File: src/rtl/fpu_sgnj_stage.sv
// -----------------------------------------------------------------------------
// fpu_sgnj_stage
// Registered execute stage for the RISC-V FP sign-injection operations
// (FSGNJ / FSGNJN / FSGNJX, single and double precision). Results are held in
// a 2-entry in-order output queue, so downstream backpressure never drops an
// accepted operation.
//
// Ports:
//   clk          rising-edge clock
//   rst_n        asynchronous active-low reset
//   in_valid     issue side presents an operation
//   in_ready     stage can accept an operation (registered, from occupancy)
//   in_op        00 FSGNJ, 01 FSGNJN, 10 FSGNJX, 11 reserved
//   in_fmt       0 = single (NaN-boxed in 64 bits), 1 = double
//   in_rs1       magnitude source operand
//   in_rs2       sign source operand
//   in_tag       destination register tag
//   out_valid    head result available
//   out_ready    writeback accepts the head result
//   out_data     head result value (registered)
//   out_tag      head result tag (registered)
//   out_illegal  head result came from the reserved opcode (registered)
// -----------------------------------------------------------------------------
module fpu_sgnj_stage #(
    parameter int BUS_WIDTH = 64,
    parameter int TAG_WIDTH = 5
) (
    input  logic                 clk,
    input  logic                 rst_n,
    input  logic                 in_valid,
    output logic                 in_ready,
    input  logic [1:0]           in_op,
    input  logic                 in_fmt,
    input  logic [BUS_WIDTH-1:0] in_rs1,
    input  logic [BUS_WIDTH-1:0] in_rs2,
    input  logic [TAG_WIDTH-1:0] in_tag,
    output logic                 out_valid,
    input  logic                 out_ready,
    output logic [BUS_WIDTH-1:0] out_data,
    output logic [TAG_WIDTH-1:0] out_tag,
    output logic                 out_illegal
);

    localparam logic [1:0] OP_SGNJ  = 2'b00;
    localparam logic [1:0] OP_SGNJN = 2'b01;
    localparam logic [1:0] OP_SGNJX = 2'b10;
    localparam logic [1:0] OP_RSVD  = 2'b11;

    localparam logic [31:0] BOX_ONES  = 32'hFFFF_FFFF;
    localparam logic [31:0] CANON_NAN = 32'h7FC0_0000;

    // Unbox a single-precision operand; an improperly boxed value reads as
    // the canonical quiet NaN.
    function automatic logic [31:0] unbox(input logic [63:0] rs);
        logic [31:0] val;
        if (rs[63:32] == BOX_ONES) begin
            val = rs[31:0];
        end else begin
            val = CANON_NAN;
        end
        return val;
    endfunction

    // Full sign-injection result for one operation.
    function automatic logic [63:0] sgnj_result(
        input logic [1:0]  op,
        input logic        fmt,
        input logic [63:0] rs1,
        input logic [63:0] rs2
    );
        logic [31:0] a_val;
        logic [31:0] b_val;
        logic        sign_a;
        logic        sign_b;
        logic        sign;
        logic [63:0] res;
        a_val  = unbox(rs1);
        b_val  = unbox(rs2);
        sign_a = fmt ? rs1[63] : a_val[31];
        sign_b = fmt ? rs2[63] : b_val[31];
        case (op)
            OP_SGNJ:  sign = sign_b;
            OP_SGNJN: sign = ~sign_b;
            OP_SGNJX: sign = sign_a ^ sign_b;
            default:  sign = 1'b0;
        endcase
        if (op == OP_RSVD) begin
            res = rs1;
        end else if (fmt) begin
            res = {sign, rs1[62:0]};
        end else begin
            res = {BOX_ONES, sign, a_val[30:0]};
        end
        return res;
    endfunction

    // Queue storage and control state
    logic [BUS_WIDTH-1:0] mem_data_r [2];
    logic [TAG_WIDTH-1:0] mem_tag_r  [2];
    logic                 mem_ill_r  [2];
    logic                 wr_ptr_r;
    logic                 rd_ptr_r;
    logic [1:0]           count_r;
    logic                 in_ready_r;
    logic                 out_valid_r;
    logic [BUS_WIDTH-1:0] out_data_r;
    logic [TAG_WIDTH-1:0] out_tag_r;
    logic                 out_illegal_r;

    logic                 push_s;
    logic                 pop_s;
    logic [BUS_WIDTH-1:0] new_data_s;
    logic                 new_ill_s;
    logic [1:0]           count_n_s;
    logic                 rd_n_s;
    logic                 head_load_s;
    logic [BUS_WIDTH-1:0] head_data_s;
    logic [TAG_WIDTH-1:0] head_tag_s;
    logic                 head_ill_s;

    assign push_s     = in_valid && in_ready_r;
    assign pop_s      = out_valid_r && out_ready;
    assign new_data_s = sgnj_result(in_op, in_fmt, in_rs1, in_rs2);
    assign new_ill_s  = (in_op == OP_RSVD);
    assign rd_n_s     = rd_ptr_r ^ pop_s;

    // Next occupancy from the push/pop combination.
    always_comb begin
        count_n_s = count_r;
        case ({push_s, pop_s})
            2'b10:   count_n_s = count_r + 2'd1;
            2'b01:   count_n_s = count_r - 2'd1;
            default: count_n_s = count_r;
        endcase
    end

    // Next head entry: the incoming op bypasses storage when it lands in the
    // slot that becomes the head (empty queue, or push+pop with one entry).
    always_comb begin
        head_load_s = (push_s || pop_s) && (count_n_s != 2'd0);
        head_data_s = out_data_r;
        head_tag_s  = out_tag_r;
        head_ill_s  = out_illegal_r;
        if (push_s && (wr_ptr_r == rd_n_s)) begin
            head_data_s = new_data_s;
            head_tag_s  = in_tag;
            head_ill_s  = new_ill_s;
        end else begin
            head_data_s = mem_data_r[rd_n_s];
            head_tag_s  = mem_tag_r[rd_n_s];
            head_ill_s  = mem_ill_r[rd_n_s];
        end
    end

    // Pointers, occupancy and handshake flags.
    always_ff @(posedge clk or negedge rst_n) begin
        if (!rst_n) begin
            wr_ptr_r    <= 1'b0;
            rd_ptr_r    <= 1'b0;
            count_r     <= 2'd0;
            in_ready_r  <= 1'b1;
            out_valid_r <= 1'b0;
        end else begin
            wr_ptr_r    <= wr_ptr_r ^ push_s;
            rd_ptr_r    <= rd_n_s;
            count_r     <= count_n_s;
            in_ready_r  <= (count_n_s != 2'd2);
            out_valid_r <= (count_n_s != 2'd0);
        end
    end

    // Queue storage; written only on an accepted push.
    always_ff @(posedge clk or negedge rst_n) begin
        if (!rst_n) begin
            for (int i = 0; i < 2; i++) begin
                mem_data_r[i] <= '0;
                mem_tag_r[i]  <= '0;
                mem_ill_r[i]  <= 1'b0;
            end
        end else if (push_s) begin
            mem_data_r[wr_ptr_r] <= new_data_s;
            mem_tag_r[wr_ptr_r]  <= in_tag;
            mem_ill_r[wr_ptr_r]  <= new_ill_s;
        end else begin
            mem_data_r <= mem_data_r;
            mem_tag_r  <= mem_tag_r;
            mem_ill_r  <= mem_ill_r;
        end
    end

    // Registered head-of-queue outputs; they hold while stalled or emptied.
    always_ff @(posedge clk or negedge rst_n) begin
        if (!rst_n) begin
            out_data_r    <= '0;
            out_tag_r     <= '0;
            out_illegal_r <= 1'b0;
        end else if (head_load_s) begin
            out_data_r    <= head_data_s;
            out_tag_r     <= head_tag_s;
            out_illegal_r <= head_ill_s;
        end else begin
            out_data_r    <= out_data_r;
            out_tag_r     <= out_tag_r;
            out_illegal_r <= out_illegal_r;
        end
    end

    assign in_ready    = in_ready_r;
    assign out_valid   = out_valid_r;
    assign out_data    = out_data_r;
    assign out_tag     = out_tag_r;
    assign out_illegal = out_illegal_r;

endmodule

File: config.mk
export PLATFORM = sky130hd
export DESIGN_NAME = fpu_sgnj_stage
export DESIGN_NICKNAME = d
export VERILOG_FILES = /design/src/rtl/fpu_sgnj_stage.sv
export SDC_FILE = /design/constraint.sdc
export NUM_CORES = 1
export LEC_CHECK = 0
export BUFFER_PORTS_ARGS = -buffer_cell sky130_fd_sc_hd__clkbuf_2
export CAP_MARGIN = 20
export CORE_MARGIN = 2
export CORE_UTILIZATION = 30
export DETAILED_ROUTE_END_ITERATION = 6
export GPL_ROUTABILITY_DRIVEN = 0
export SLEW_MARGIN = 20
export SYNTH_ARGS = -nofsm -noshare
export SYNTH_HDL_FRONTEND = slang
export SYNTH_SLANG_ARGS = --single-unit
File: constraint.sdc
create_clock -name clk -period 2.5 [get_ports clk]
set_clock_uncertainty 0.2 [all_clocks]
set_input_delay 0.5 -clock clk [delete_from_list [all_inputs] [get_ports clk]]
set_output_delay 0.5 -clock clk [all_outputs]
set_load 0.1 [all_outputs]
==> metrics.cfg <==
[run_status]
status = finished, final reports clean

[hold_path]
hp-start = in_tag[0]
min_path_type = primary input to flop

[clock_network]
cts_tree = yes
cts.clk_slew.worst_paths_ns = 0.06
cts-root-buf = clkbuf_16
htree_levels = 1
clk_path_buf_depth = 3
cts_num_sinks = 216
cts_buffers = 25
insertion_delay_ns = 0.51

[final_layout]
syn_to_final_growth_pct = 27.0
regArea_sq_mm = 0.00541
finalNonFillerCells = 1623
layout-drive-gt1-share = 0.328
fillers = 3206
utilization = 0.386
multi_input_area_sq_mm = 0.00423
fin_area_sq_mm = 0.0125
final_nets = 1308

[floorplan]
die_y_um = 185
core_sq_mm = 0.0325
die_x_um = 185
io_pins = 212
rows = 66
initial_core_util = 0.304
dieArea_sq_mm = 0.0343

[routing]
drc = 0
wl_per_cell_um = 15.2
drt_iter0_markers = 313
first_pass_iters = 5
ant_nets = 0
via_per_inst = 4.63
vias = 7513
wl_um = 24600

[timing]
setup_viol = 0
layout_worst_path_cycle_share = 0.945
max_freq_mhz = 423
slew_headroom = 0.605
setup_tns_ns = 0
rsz0062_at_grt = no
tightest_slew_ns = 0.595
layout_min_cycle_time_ns = 2.36
final_max_slew_viol_count = 0
hold_violations = 0

[synth]
synth_ff_type = dfrtp_1
synth_top_cells_by_area = dfrtp_1, mux2_2, nor2_1, a21oi_1, mux2i_1
synth_edf_count = 0
ys_seq_elements = 216
synth_cell_types = 38
syn_avg_cell_area_sq_um = 10.1
syn_nets = 1120
syn_area_sq_mm = 0.00986
ys_warn_count = 0
netlist_instances = 976
async_reset_ff_frac = 1.00
yosysSeqAreaShare = 0.549
yosysTopAreaCellShare = 0.546
synth_largest_area_cell = dfrtp_1

[worst_setup_path]
required_ns = 2.74
cp-startpoint = in_ready
rr_startpoint = in_ready
critPathArrivalTime_ns = 2.60
cp_max_fo = 12
cp-end-kind = flop
start_kind = flop
critical_path_class = flop to flop

[global_routing]
grt_pass1_wl_um = 39300
grt_start_max_net_pins = 62
first_global_vias = 7304
overflow = 0
grt_usage = 0.144
antenna_found_initial = 5

[placement]
dp.cells = 1575
port_buffers = 180
dp_hpwl_um = 16500
placed_cell_area_sq_mm = 0.0117

[job]
drv_cap = 0

==> sequential cells by signal, summed over array words and instances, names as in the netlist <==
register	cells
wr_ptr_r	1
in_ready	1
out_data	64
mem_data_r	128
mem_tag_r	10
count_r	2
out_valid	1
out_illegal	1
out_tag	5
mem_ill_r	2
rd_ptr_r	1
==> logic make-up (layout without fill, tap and decap cells) <==
group / Yosys count / count (layout) / share of synthesized area
adders and majority gates: 4 / 4 / 0.00508
DFF: 216 / 216 / 0.549
AOI/OAI and AO/OA: 221 / 221 / 0.115
xor gates and xnor gates: 7 / 7 / 0.00838
muxes: 139 / 139 / 0.154
other: 0 / 3 / 0
and+or+nand+nor: 316 / 317 / 0.136
buffers and inverters: 73 / 274 / 0.0339
==> what timing repair did <==
action                     4_1_cts  5_1_grt
gates resized for setup          0        3
buffers inserted                 0        2
hold endpoints to repair        56        0
setup endpoints to repair        0       45
hold buffers                     1        0
==> cell usage after synthesis, types with 3 or more instances <==
cell        n
buf_2      21
buf_4       4
dfrtp_1   215
nor2b_1    22
nor2_1    156
o21ai_1    45
o21ai_0    55
buf_1       5
ha_1        4
nand2_1   108
inv_1       5
mux2_2     98
mux2i_1    41
a21oi_1   114
xor2_1      4
clkbuf_1   34
a21oi_2     3
nand4_1    17
==> area by class of cell <==
type | instances | area share
Antenna cell | 3 | 0.000600
Clock buffer | 36 | 0.0589
Clock inverter | 5 | 0.00430
Inverter | 6 | 0.00180
Multi-Input combinational cell | 688 | 0.338
Sequential cell | 216 | 0.433
Tap cell | 442 | 0.0442
Timing Repair Buffer | 227 | 0.119
==> cells in the final DEF, fill, tap and decap left out, drive strengths merged, types with 2 or more instances in the layout <==
cell type	instances
or4	2
clkbuf	215
xor2	4
ha	4
or2	2
dfrtp	215
clkinv	4
and2	2
nand4	17
a21oi	117
inv	6
diode	3
buf	47
mux2	98
nand2b	2
mux2i	41
o21ai	100
xnor2	2
nor2b	22
nor4	2
nor2	157
nand2	108
==> worst paths after layout <==
path                           endpoint  slack (ns)  cells after the start
min in group asynchronous  out_data[59]        0.33                      2
hold reg to reg            out_data[52]        0.28                      2
setup reg to reg           out_data[31]        0.14                      9
setup / recovery           out_data[31]        0.14                      9
max in group asynchronous      in_ready        1.11                      3
hold / removal             mem_tag_r[0]        0.05                      2
==> per-stage QoR <==
stage	setup slack, ns	hold slack, ns
floorplan	-0.0255	0.00441
global placement	-0.00997	0.262
detailed placement	-0.0382	0.272
CTS	0.0631	0.0233
global route	0.0451	0.0395
finish	0.138	0.0529
==> critical path: stages, from the launching register on <==
cell and delay, ns:
dfstp_4 0.63, nand2_4 0.08, ha_4 0.29, nor3_2 0.04, a31o_1 0.22, or2_4 0.38, buf_12 0.17, nor2_4 0.08
nand2_1 0.07, o21ai_1 0.13
==> per-layer routing <==
metal  global-route usage  vias up  share of wire
li1                     -     3719              -
met1                0.192     3602           0.47
met2                0.233      154           0.45
met3               0.0397       34          0.062
met4               0.0283        4          0.017
met5                    0        -         0.0011
Power is not shown: default switching activity piles up to over one toggle a cycle in this logic, so the estimate is an artifact.
